==> src/rtl/hazard_ctrl.sv <==
// Pipeline sequencing controller: load-use stall, branch flush, memory freeze, post-reset fill.
// Optional performance counters are built when HAZARD_PERF_CNT_EN is defined.
module hazard_ctrl #(
  parameter int INIT_CYCLES = 2
`ifdef HAZARD_PERF_CNT_EN
  , parameter int CNT_W = 32
`endif
) (
  input  logic             clk,
  input  logic             reset,
  input  logic [31:0]      if_id_inst,
  input  logic             ex_br_taken,
  input  logic             mem_busy,
  output logic             pc_write,
  output logic             if_id_write,
  output logic             if_id_flush,
  output logic             id_ex_write,
  output logic             id_ex_bubble,
  output logic [1:0]       hz_state
`ifdef HAZARD_PERF_CNT_EN
  , output logic [CNT_W-1:0] stall_cnt
  , output logic [CNT_W-1:0] flush_cnt
`endif
);

  typedef enum logic [1:0] {
    ST_INIT   = 2'd0,
    ST_RUN    = 2'd1,
    ST_FREEZE = 2'd2
  } state_e;

  typedef enum logic [2:0] {
    ACT_INIT,
    ACT_FREEZE,
    ACT_BRANCH,
    ACT_STALL,
    ACT_RUN
  } act_e;

  localparam int ICW = (INIT_CYCLES > 1) ? $clog2(INIT_CYCLES) : 1;
  localparam logic [ICW-1:0] INIT_LAST = ICW'(INIT_CYCLES - 1);

  localparam logic [6:0] OP_LOAD   = 7'd3;
  localparam logic [6:0] OP_IMM    = 7'd19;
  localparam logic [6:0] OP_STORE  = 7'd35;
  localparam logic [6:0] OP_REG    = 7'd51;
  localparam logic [6:0] OP_BRANCH = 7'd99;

  state_e         state_q, state_d;
  logic [ICW-1:0] init_cnt_q, init_cnt_d;
  logic           ex_load_q, ex_load_d;
  logic [4:0]     ex_rd_q, ex_rd_d;
  act_e           act;

  logic [6:0] op;
  logic [4:0] rs1, rs2, rd;
  logic       use_rs1, use_rs2, load_use;
  logic       unused_inst_bits;

  assign op  = if_id_inst[6:0];
  assign rd  = if_id_inst[11:7];
  assign rs1 = if_id_inst[19:15];
  assign rs2 = if_id_inst[24:20];
  assign unused_inst_bits = ^{if_id_inst[31:25], if_id_inst[14:12]};

  assign use_rs1 = (op == OP_LOAD) || (op == OP_IMM) || (op == OP_STORE) ||
                   (op == OP_REG)  || (op == OP_BRANCH);
  assign use_rs2 = (op == OP_STORE) || (op == OP_REG) || (op == OP_BRANCH);

  assign load_use = ex_load_q && (ex_rd_q != 5'd0) &&
                    ((use_rs1 && (rs1 == ex_rd_q)) || (use_rs2 && (rs2 == ex_rd_q)));

  // Freeze follows the live mem_busy so the cycle it drops already acts as RUN.
  always_comb begin
    act = ACT_RUN;
    if (reset || (state_q == ST_INIT)) act = ACT_INIT;
    else if (mem_busy)                 act = ACT_FREEZE;
    else if (ex_br_taken)              act = ACT_BRANCH;
    else if (load_use)                 act = ACT_STALL;
  end

  always_comb begin
    pc_write     = 1'b1;
    if_id_write  = 1'b1;
    if_id_flush  = 1'b0;
    id_ex_write  = 1'b1;
    id_ex_bubble = 1'b0;
    case (act)
      ACT_INIT: begin
        pc_write     = 1'b0;
        if_id_flush  = 1'b1;
        id_ex_bubble = 1'b1;
      end
      ACT_FREEZE: begin
        pc_write    = 1'b0;
        if_id_write = 1'b0;
        id_ex_write = 1'b0;
      end
      ACT_BRANCH: begin
        if_id_flush  = 1'b1;
        id_ex_bubble = 1'b1;
      end
      ACT_STALL: begin
        pc_write     = 1'b0;
        if_id_write  = 1'b0;
        id_ex_bubble = 1'b1;
      end
      default: ;
    endcase
  end

  always_comb begin
    state_d    = state_q;
    init_cnt_d = init_cnt_q;
    case (state_q)
      ST_INIT: begin
        if (init_cnt_q == '0) state_d = ST_RUN;
        else                  init_cnt_d = init_cnt_q - 1'b1;
      end
      ST_RUN:    if (mem_busy)  state_d = ST_FREEZE;
      ST_FREEZE: if (!mem_busy) state_d = ST_RUN;
      default:   state_d = ST_INIT;
    endcase
  end

  // Shadow of the ID/EX slot: a bubble clears it, which bounds a stall to one cycle.
  always_comb begin
    ex_load_d = ex_load_q;
    ex_rd_d   = ex_rd_q;
    if (id_ex_write) begin
      if (id_ex_bubble) begin
        ex_load_d = 1'b0;
        ex_rd_d   = 5'd0;
      end else begin
        ex_load_d = (op == OP_LOAD);
        ex_rd_d   = rd;
      end
    end
  end

  always_ff @(posedge clk) begin
    if (reset) begin
      state_q    <= ST_INIT;
      init_cnt_q <= INIT_LAST;
      ex_load_q  <= 1'b0;
      ex_rd_q    <= 5'd0;
    end else begin
      state_q    <= state_d;
      init_cnt_q <= init_cnt_d;
      ex_load_q  <= ex_load_d;
      ex_rd_q    <= ex_rd_d;
    end
  end

  assign hz_state = state_q;

`ifdef HAZARD_PERF_CNT_EN
  logic [CNT_W-1:0] stall_cnt_q, stall_cnt_d;
  logic [CNT_W-1:0] flush_cnt_q, flush_cnt_d;

  always_comb begin
    stall_cnt_d = stall_cnt_q;
    flush_cnt_d = flush_cnt_q;
    if (act == ACT_STALL)  stall_cnt_d = stall_cnt_q + 1'b1;
    if (act == ACT_BRANCH) flush_cnt_d = flush_cnt_q + 1'b1;
  end

  always_ff @(posedge clk) begin
    if (reset) begin
      stall_cnt_q <= '0;
      flush_cnt_q <= '0;
    end else begin
      stall_cnt_q <= stall_cnt_d;
      flush_cnt_q <= flush_cnt_d;
    end
  end

  assign stall_cnt = stall_cnt_q;
  assign flush_cnt = flush_cnt_q;
`endif

endmodule

==> config.mk <==
export PLATFORM = sky130hd
export DESIGN_NAME = hazard_ctrl
export DESIGN_NICKNAME = d
export VERILOG_FILES = /design/src/rtl/hazard_ctrl.sv
export SDC_FILE = /design/constraint.sdc
export NUM_CORES = 1
export LEC_CHECK = 0
export BUFFER_PORTS_ARGS = -buffer_cell sky130_fd_sc_hd__buf_4
export CORE_MARGIN = 2
export CORE_UTILIZATION = 41
export CTS_BUF_LIST = sky130_fd_sc_hd__clkbuf_8
export DETAILED_ROUTE_END_ITERATION = 10
export GPL_TIMING_DRIVEN = 0
export PLACE_DENSITY = 0.81
export SLEW_MARGIN = 10
export SYNTH_ARGS = -nofsm -noshare
export SYNTH_HDL_FRONTEND = slang
export SYNTH_SLANG_ARGS = --single-unit
==> constraint.sdc <==
create_clock -name clk -period 2.31 [get_ports clk]
set_input_delay 0.462 -clock clk [delete_from_list [all_inputs] [get_ports clk]]
set_output_delay 0.462 -clock clk [all_outputs]
set_load 0.02 [all_outputs]
==> impl_metrics.json, run 1 <==
{
  "p_leak_nw": 0.369,
  "cap_violations": 0,
  "finalHoldViolCount": 0,
  "die_h_microns": 41.8,
  "ys_top_cells_by_count": "9 x dfxtp_1, 9 x xnor2_1, 7 x nand2_1, 7 x o21ai_0, 6 x a32oi_1",
  "status": "completed",
  "cts_root_buf": "clkbuf_8",
  "clk_pin_slew_ns": 0.04,
  "worst_slack_ns": 0.0414,
  "synth_edf_count": 0,
  "worst_pin_slew_ns": 0.521,
  "grt_max_degree": 11,
  "setup_violations": 0,
  "ys_ff_latch": 9,
  "fillCellCount": 114,
  "syn_area_sq_um": 586,
  "total_power_mw": 0.462,
  "syn_inst": 69,
  "ys_types": 25,
  "required_ns": 1.85,
  "place.gp.congestion": 0.786,
  "diodes": 0,
  "cp_cell_sequence": "or4_4, o211ai_4, nor3_1, a21oi_1, buf_4",
  "muxShareOfSynthArea_pct": 0,
  "cts_tree": "built",
  "clk_latency_ns": 0.23,
  "avgViaCountPerCell": 5.70,
  "startpoint_type": "flop",
  "slew_viol_final": 0,
  "cp_max_fo": 5,
  "async_reset_ff_share_pct": 0,
  "drtIter0Drc": 8,
  "die_w_microns": 41.8,
  "grt_pass1_vias": 657,
  "drive_gt1_share_pct": 41.1,
  "routedWlPerCell_microns": 13.7,
  "cts_hold_buf": 0,
  "antenna_found_initial": 0,
  "start_util_pct": 44.4,
  "synth_fa_ha_area_share_pct": 0,
  "power_density_nw_per_um2": 507,
  "clock_path_buffers": 2,
  "use_met1_pct": 22.5,
  "drcViolationCount": 0,
  "nNetsFinal": 144,
  "synth_xor_area_share_pct": 15.0,
  "cpPeakStageDelay_ns": 0.54,
  "use_met3_pct": 5.65,
  "grt_use_total_pct": 19.9,
  "place_hpwl_microns": 1250,
  "path_class": "flop to output pin",
  "rsz0062_at_grt": "yes",
  "cp-end-kind": "output pin",
  "synth.largest_area_cell": "dfxtp_1",
  "postRouteWirelength_microns": 1670,
  "gr-total-overflow": 0,
  "fmax_mhz": 441,
  "synthSimpleGateAreaFrac_pct": 21.6,
  "cts_sinks": 9,
  "fin_tns_setup_ns": 0,
  "syn_avg_cell_area_sq_um": 8.49,
  "fin_worst_skew_ns": 0.00498,
  "synth_top_family_by_area": "compound AO/OA/AOI/OAI gates",
  "crit_slowest_cell": "or4_4",
  "ys.flop_type": "dfxtp_1",
  "coreArea_sq_um": 1320,
  "area_delta_synth_final_pct": 55.8,
  "via_count": 696,
  "yosys.area.top_type_share_pct": 30.8,
  "synth_compound_area_share_pct": 30.8,
  "finalCritPeriodShare_pct": 98.2,
  "grt_busiest_layer": "met2",
  "arrival_ns": 1.81,
  "dp_slack_ns": 0.0681,
  "hp-class": "input port to flop",
  "synth_area_leaders": "dfxtp_1 31%, xnor2_1 13%, a32oi_1 9.0%, o21ai_0 6.0%, nand2_1 4.5%",
  "syn_nets": 105,
  "fin_crit_ns": 2.27,
  "htreeDepth": 1,
  "multi_input_area_sq_um": 400,
  "ios": 43,
  "gr-usage-met2_pct": 35.6,
  "timing.slew.headroom_pct": 65.2,
  "fp-row-count": 13,
  "ys_seq_area_share_pct": 30.8,
  "yosys_warnings": 0,
  "port_buffers": 32,
  "postLayoutCoreUtil_pct": 69.2,
  "grt_pass1_wl_microns": 2770,
  "ant_nets": 0,
  "drt-pass1-iter-count": 4,
  "ir_drop_uv": 339,
  "cts_buffers": 3,
  "dieArea_sq_um": 1750,
  "final-seq-area_sq_um": 181
}
logic make-up (layout without fill, tap and decap cells):
logic type	after synthesis	in the layout
AO/OA/AOI/OAI	24	24
XOR/XNOR	10	10
flip-flops	9	9
AND/OR/NAND/NOR	23	23
buffers and inverters	3	41
layout by cell type, fill, tap and decap left out, drive strengths merged:
master and instances:
and4bb 1, a21o 3, o21bai 1, nor2b 1
xor2 1, a211oi 2, nand2 7, o21ai 7
a21oi 3, nand4 2, inv 3, clkbuf 4
o211ai 1, dfxtp 9, a32oi 6, buf 34
nand2b 2, xnor2 9, nand3 1, o22ai 1
or4 1, nor2 5, nor3 2, nor4b 1
critical path: cells and delay by family, from the launching register on:
family                 cells  cell delay [ns]
AND/OR/NAND/NOR            2             0.62
AO/OA/AOI/OAI              2             0.43
flip-flops                 1             0.35
buffers and inverters      1             0.17
registers in the layout, indices dropped and copies added (netlist names):
| register | count |
|---|---|
| ex_load_q | 1 |
| ex_rd_q | 5 |
| hz_state | 2 |
| init_cnt_q | 1 |
path summary, 6_finish.rpt:
| kind | startpoint | cells past startpoint | slack (ns) | end |
|---|---|---|---|---|
| setup / recovery | ex_rd_q[1] | 5 | 0.04 | if_id_write |
| setup reg to reg | hz_state[1] | 5 | 0.67 | ex_load_q |
| hold / removal | reset | 2 | 0.40 | hz_state[0] |
| hold reg to reg | init_cnt_q | 2 | 0.46 | init_cnt_q |
stage by stage:
stage | hold WS (ns) | area (sq um) | std cells
global route | 0.408 | 912 | 122
floorplan | 0.439 | 586 | 69
CTS | 0.397 | 912 | 122
finish | 0.398 | 912 | 122
detailed placement | 0.462 | 845 | 116
global placement | 0.454 | 845 | 116
what timing repair did:
item                                    CTS  global route
gates resized for setup                   2             0
buffers inserted                          2             0
pin swaps                                 1             3
endpoints found under the setup margin    3             2
routing by layer:
metal	vias up	routed length (microns)
li1	337	-
met1	329	646
met2	26	877
met3	4	131
met4	0	18
met5	-	0
report_power, final:
group	switching [mW]	internal [mW]
Sequential	0.0104	0.164
Combinational	0.0477	0.0617
Clock	0.0630	0.116
Total	0.121	0.341
area by class of cell:
cell class | instances | area share [%]
plain buffers | 1 | 0.412
clock buffers | 3 | 4.53
clock inverters | 1 | 0.412
inverters | 2 | 0.823
multi-input cells | 57 | 43.9
flip-flops and latches | 9 | 19.9
well taps | 15 | 2.06
repair buffers | 34 | 28.0
Note: power is estimated with default switching activity, not from simulation.
==> run 2, diff against run 1 <==
--- a/config.mk
+++ b/config.mk
@@ -7,11 +7,11 @@
 export LEC_CHECK = 0
 export BUFFER_PORTS_ARGS = -buffer_cell sky130_fd_sc_hd__buf_4
 export CORE_MARGIN = 2
-export CORE_UTILIZATION = 41
+export CORE_UTILIZATION = 37
 export CTS_BUF_LIST = sky130_fd_sc_hd__clkbuf_8
 export DETAILED_ROUTE_END_ITERATION = 10
 export GPL_TIMING_DRIVEN = 0
-export PLACE_DENSITY = 0.81
+export PLACE_DENSITY = 0.77
 export SLEW_MARGIN = 10
 export SYNTH_ARGS = -nofsm -noshare
 export SYNTH_HDL_FRONTEND = slang
==> constraint.sdc (replaced) <==
create_clock -name clk -period 1.9 [get_ports clk]
set_input_delay 0.38 -clock clk [delete_from_list [all_inputs] [get_ports clk]]
set_output_delay 0.38 -clock clk [all_outputs]
set_load 0.02 [all_outputs]
==> impl_metrics.json, run 2 (synthesis results as in run 1) <==
{
  "status": "complete, but fails checks",
  "violations": "negative setup slack",
  "r2r-end": "ex_rd_q[1]",
  "fillCellCount": 136,
  "fin_crit_ns": 2.16,
  "required_ns": 1.52,
  "largest_reg_flops": 5,
  "multi_input_area_sq_um": 430,
  "p_leak_nw": 0.381,
  "clock_path_buffers": 2,
  "cpPeakStageDelay_ns": 0.54,
  "startpoint": "ex_rd_q[0]",
  "reg2reg_from": "ex_rd_q[0]",
  "arrival_ns": 1.78,
  "rsz0062_at_grt": "yes",
  "crit_end": "pc_write",
  "gr-total-overflow": 0,
  "setup_violations": 3,
  "timing.slew.headroom_pct": 72.1,
  "worst_pin_slew_ns": 0.419,
  "reg2regPathDepth": 6,
  "avgViaCountPerCell": 5.44,
  "drt-pass1-iter-count": 4,
  "cts_sinks": 9,
  "grt_use_total_pct": 20.2,
  "fin_tns_setup_ns": -0.616,
  "cp_cell_sequence": "or4_4, o211ai_4, nor2_2, a211oi_4, buf_6",
  "htreeDepth": 1,
  "area_delta_synth_final_pct": 65.6,
  "clk_latency_ns": 0.23,
  "dieArea_sq_um": 1920,
  "ios": 43,
  "final-seq-area_sq_um": 185,
  "power_density_nw_per_um2": 588,
  "path_class": "flop to output pin",
  "cp-end-kind": "output pin",
  "finalHoldViolCount": 0,
  "grt_pass1_wl_microns": 2820,
  "ant_nets": 0,
  "nNetsFinal": 146,
  "cts_tree": "built",
  "fin_worst_skew_ns": 0.00161,
  "grt_pass1_vias": 695,
  "diodes": 0,
  "die_w_microns": 43.8,
  "hp-class": "input port to flop",
  "place_hpwl_microns": 1300,
  "routedWlPerCell_microns": 14.0,
  "via_count": 680,
  "cp_max_fo": 4,
  "final_common_cell": "buf_4",
  "drive_gt1_share_pct": 45.9,
  "cap_violations": 0,
  "coreArea_sq_um": 1490,
  "cts_buffers": 3,
  "place.gp.congestion": 0.706,
  "cts_hold_buf": 0,
  "finalHoldWorstSlack_ns": 0.313,
  "finalCritPeriodShare_pct": 113,
  "drtIter0Drc": 8,
  "ir_drop_uv": 443,
  "start_util_pct": 39.3,
  "drcViolationCount": 0,
  "crit_slowest_cell": "or4_4",
  "grt_max_degree": 11,
  "antenna_found_initial": 0,
  "r2r_setup_slack_ns": 0.24,
  "die_h_microns": 43.8,
  "postRouteWirelength_microns": 1750,
  "cts_root_buf": "clkbuf_8",
  "startpoint_type": "flop",
  "worst_slack_ns": -0.256,
  "fp-row-count": 14,
  "port_buffers": 32,
  "slew_viol_final": 0,
  "clk_pin_slew_ns": 0.04,
  "fmax_mhz": 464,
  "largest-register": "ex_rd_q",
  "final_cell_mix": "34 x buf_4, 9 x xnor2_1, 7 x nand2_1, 7 x o21ai_0, 7 x dfxtp_1"
}
-- run 2: cell types whose count changed in the layout (fill, tap and decap cells not counted), sizes merged --
cell	delta
buf	+2
-- run 2: what timing repair did --
item                       CTS  global route
buffers inserted             2             2
pin swaps                    2             1
resized for setup            7             3
setup endpoints to repair    4             4
-- run 2: routing by layer --
metal  up-vias  share of wire, %  GRT usage, %
li1        339                 -             -
met4         0               2.5          13.9
met5         -                 0             0
met1       301                38          20.0
met3         5               9.8          3.33
met2        35                50          37.4
-- run 2: report_power, final --
group / internal (mW) / total [mW] / switching (mW)
Combinational: 0.0809 / 0.145 / 0.0644
Clock: 0.141 / 0.215 / 0.0747
Sequential: 0.198 / 0.210 / 0.0117
Total: 0.420 / 0.571 / 0.151
-- run 2: layout make-up --
| type | instances | area share (%) |
|---|---|---|
| Multi-Input combinational cell | 57 | 44.4 |
| Timing Repair Buffer | 36 | 28.6 |
| Sequential cell | 9 | 19.1 |
| Clock buffer | 3 | 4.26 |
| Tap cell | 16 | 2.06 |
| Inverter | 2 | 0.774 |
| Clock inverter | 1 | 0.387 |
| Buffer | 1 | 0.387 |
-- run 2: worst min path at each step --
stage | from | endpoint | cells past startpoint
floorplan | init_cnt_q | init_cnt_q | 2
global placement | init_cnt_q | init_cnt_q | 2
detailed placement | init_cnt_q | init_cnt_q | 2
CTS | reset | hz_state[0] | 2
global route | reset | hz_state[0] | 2
finish | reset | hz_state[0] | 2
-- run 2: worst max-delay path: cells and delay by family (launching register included) --
kind	cells	cell delay, ns
AO/OA/AOI/OAI	2	0.44
flip-flops	1	0.34
AND/OR/NAND/NOR	2	0.62
buffers and inverters	1	0.15
-- run 2: per-stage QoR --
step | setup WS [ns] | util (%) | total power [mW] | instance area [sq um] | instances
after floorplan | 0.0112 | - | 0.277 | 597 | 69
after global placement | -0.218 | 57.6 | 0.344 | 857 | 117
after detailed placement | -0.214 | 57.6 | 0.349 | 857 | 117
after CTS | -0.292 | 63.4 | 0.574 | 943 | 123
after global routing | -0.300 | 65.1 | 0.603 | 970 | 125
final | -0.256 | 65.1 | 0.571 | 970 | 125
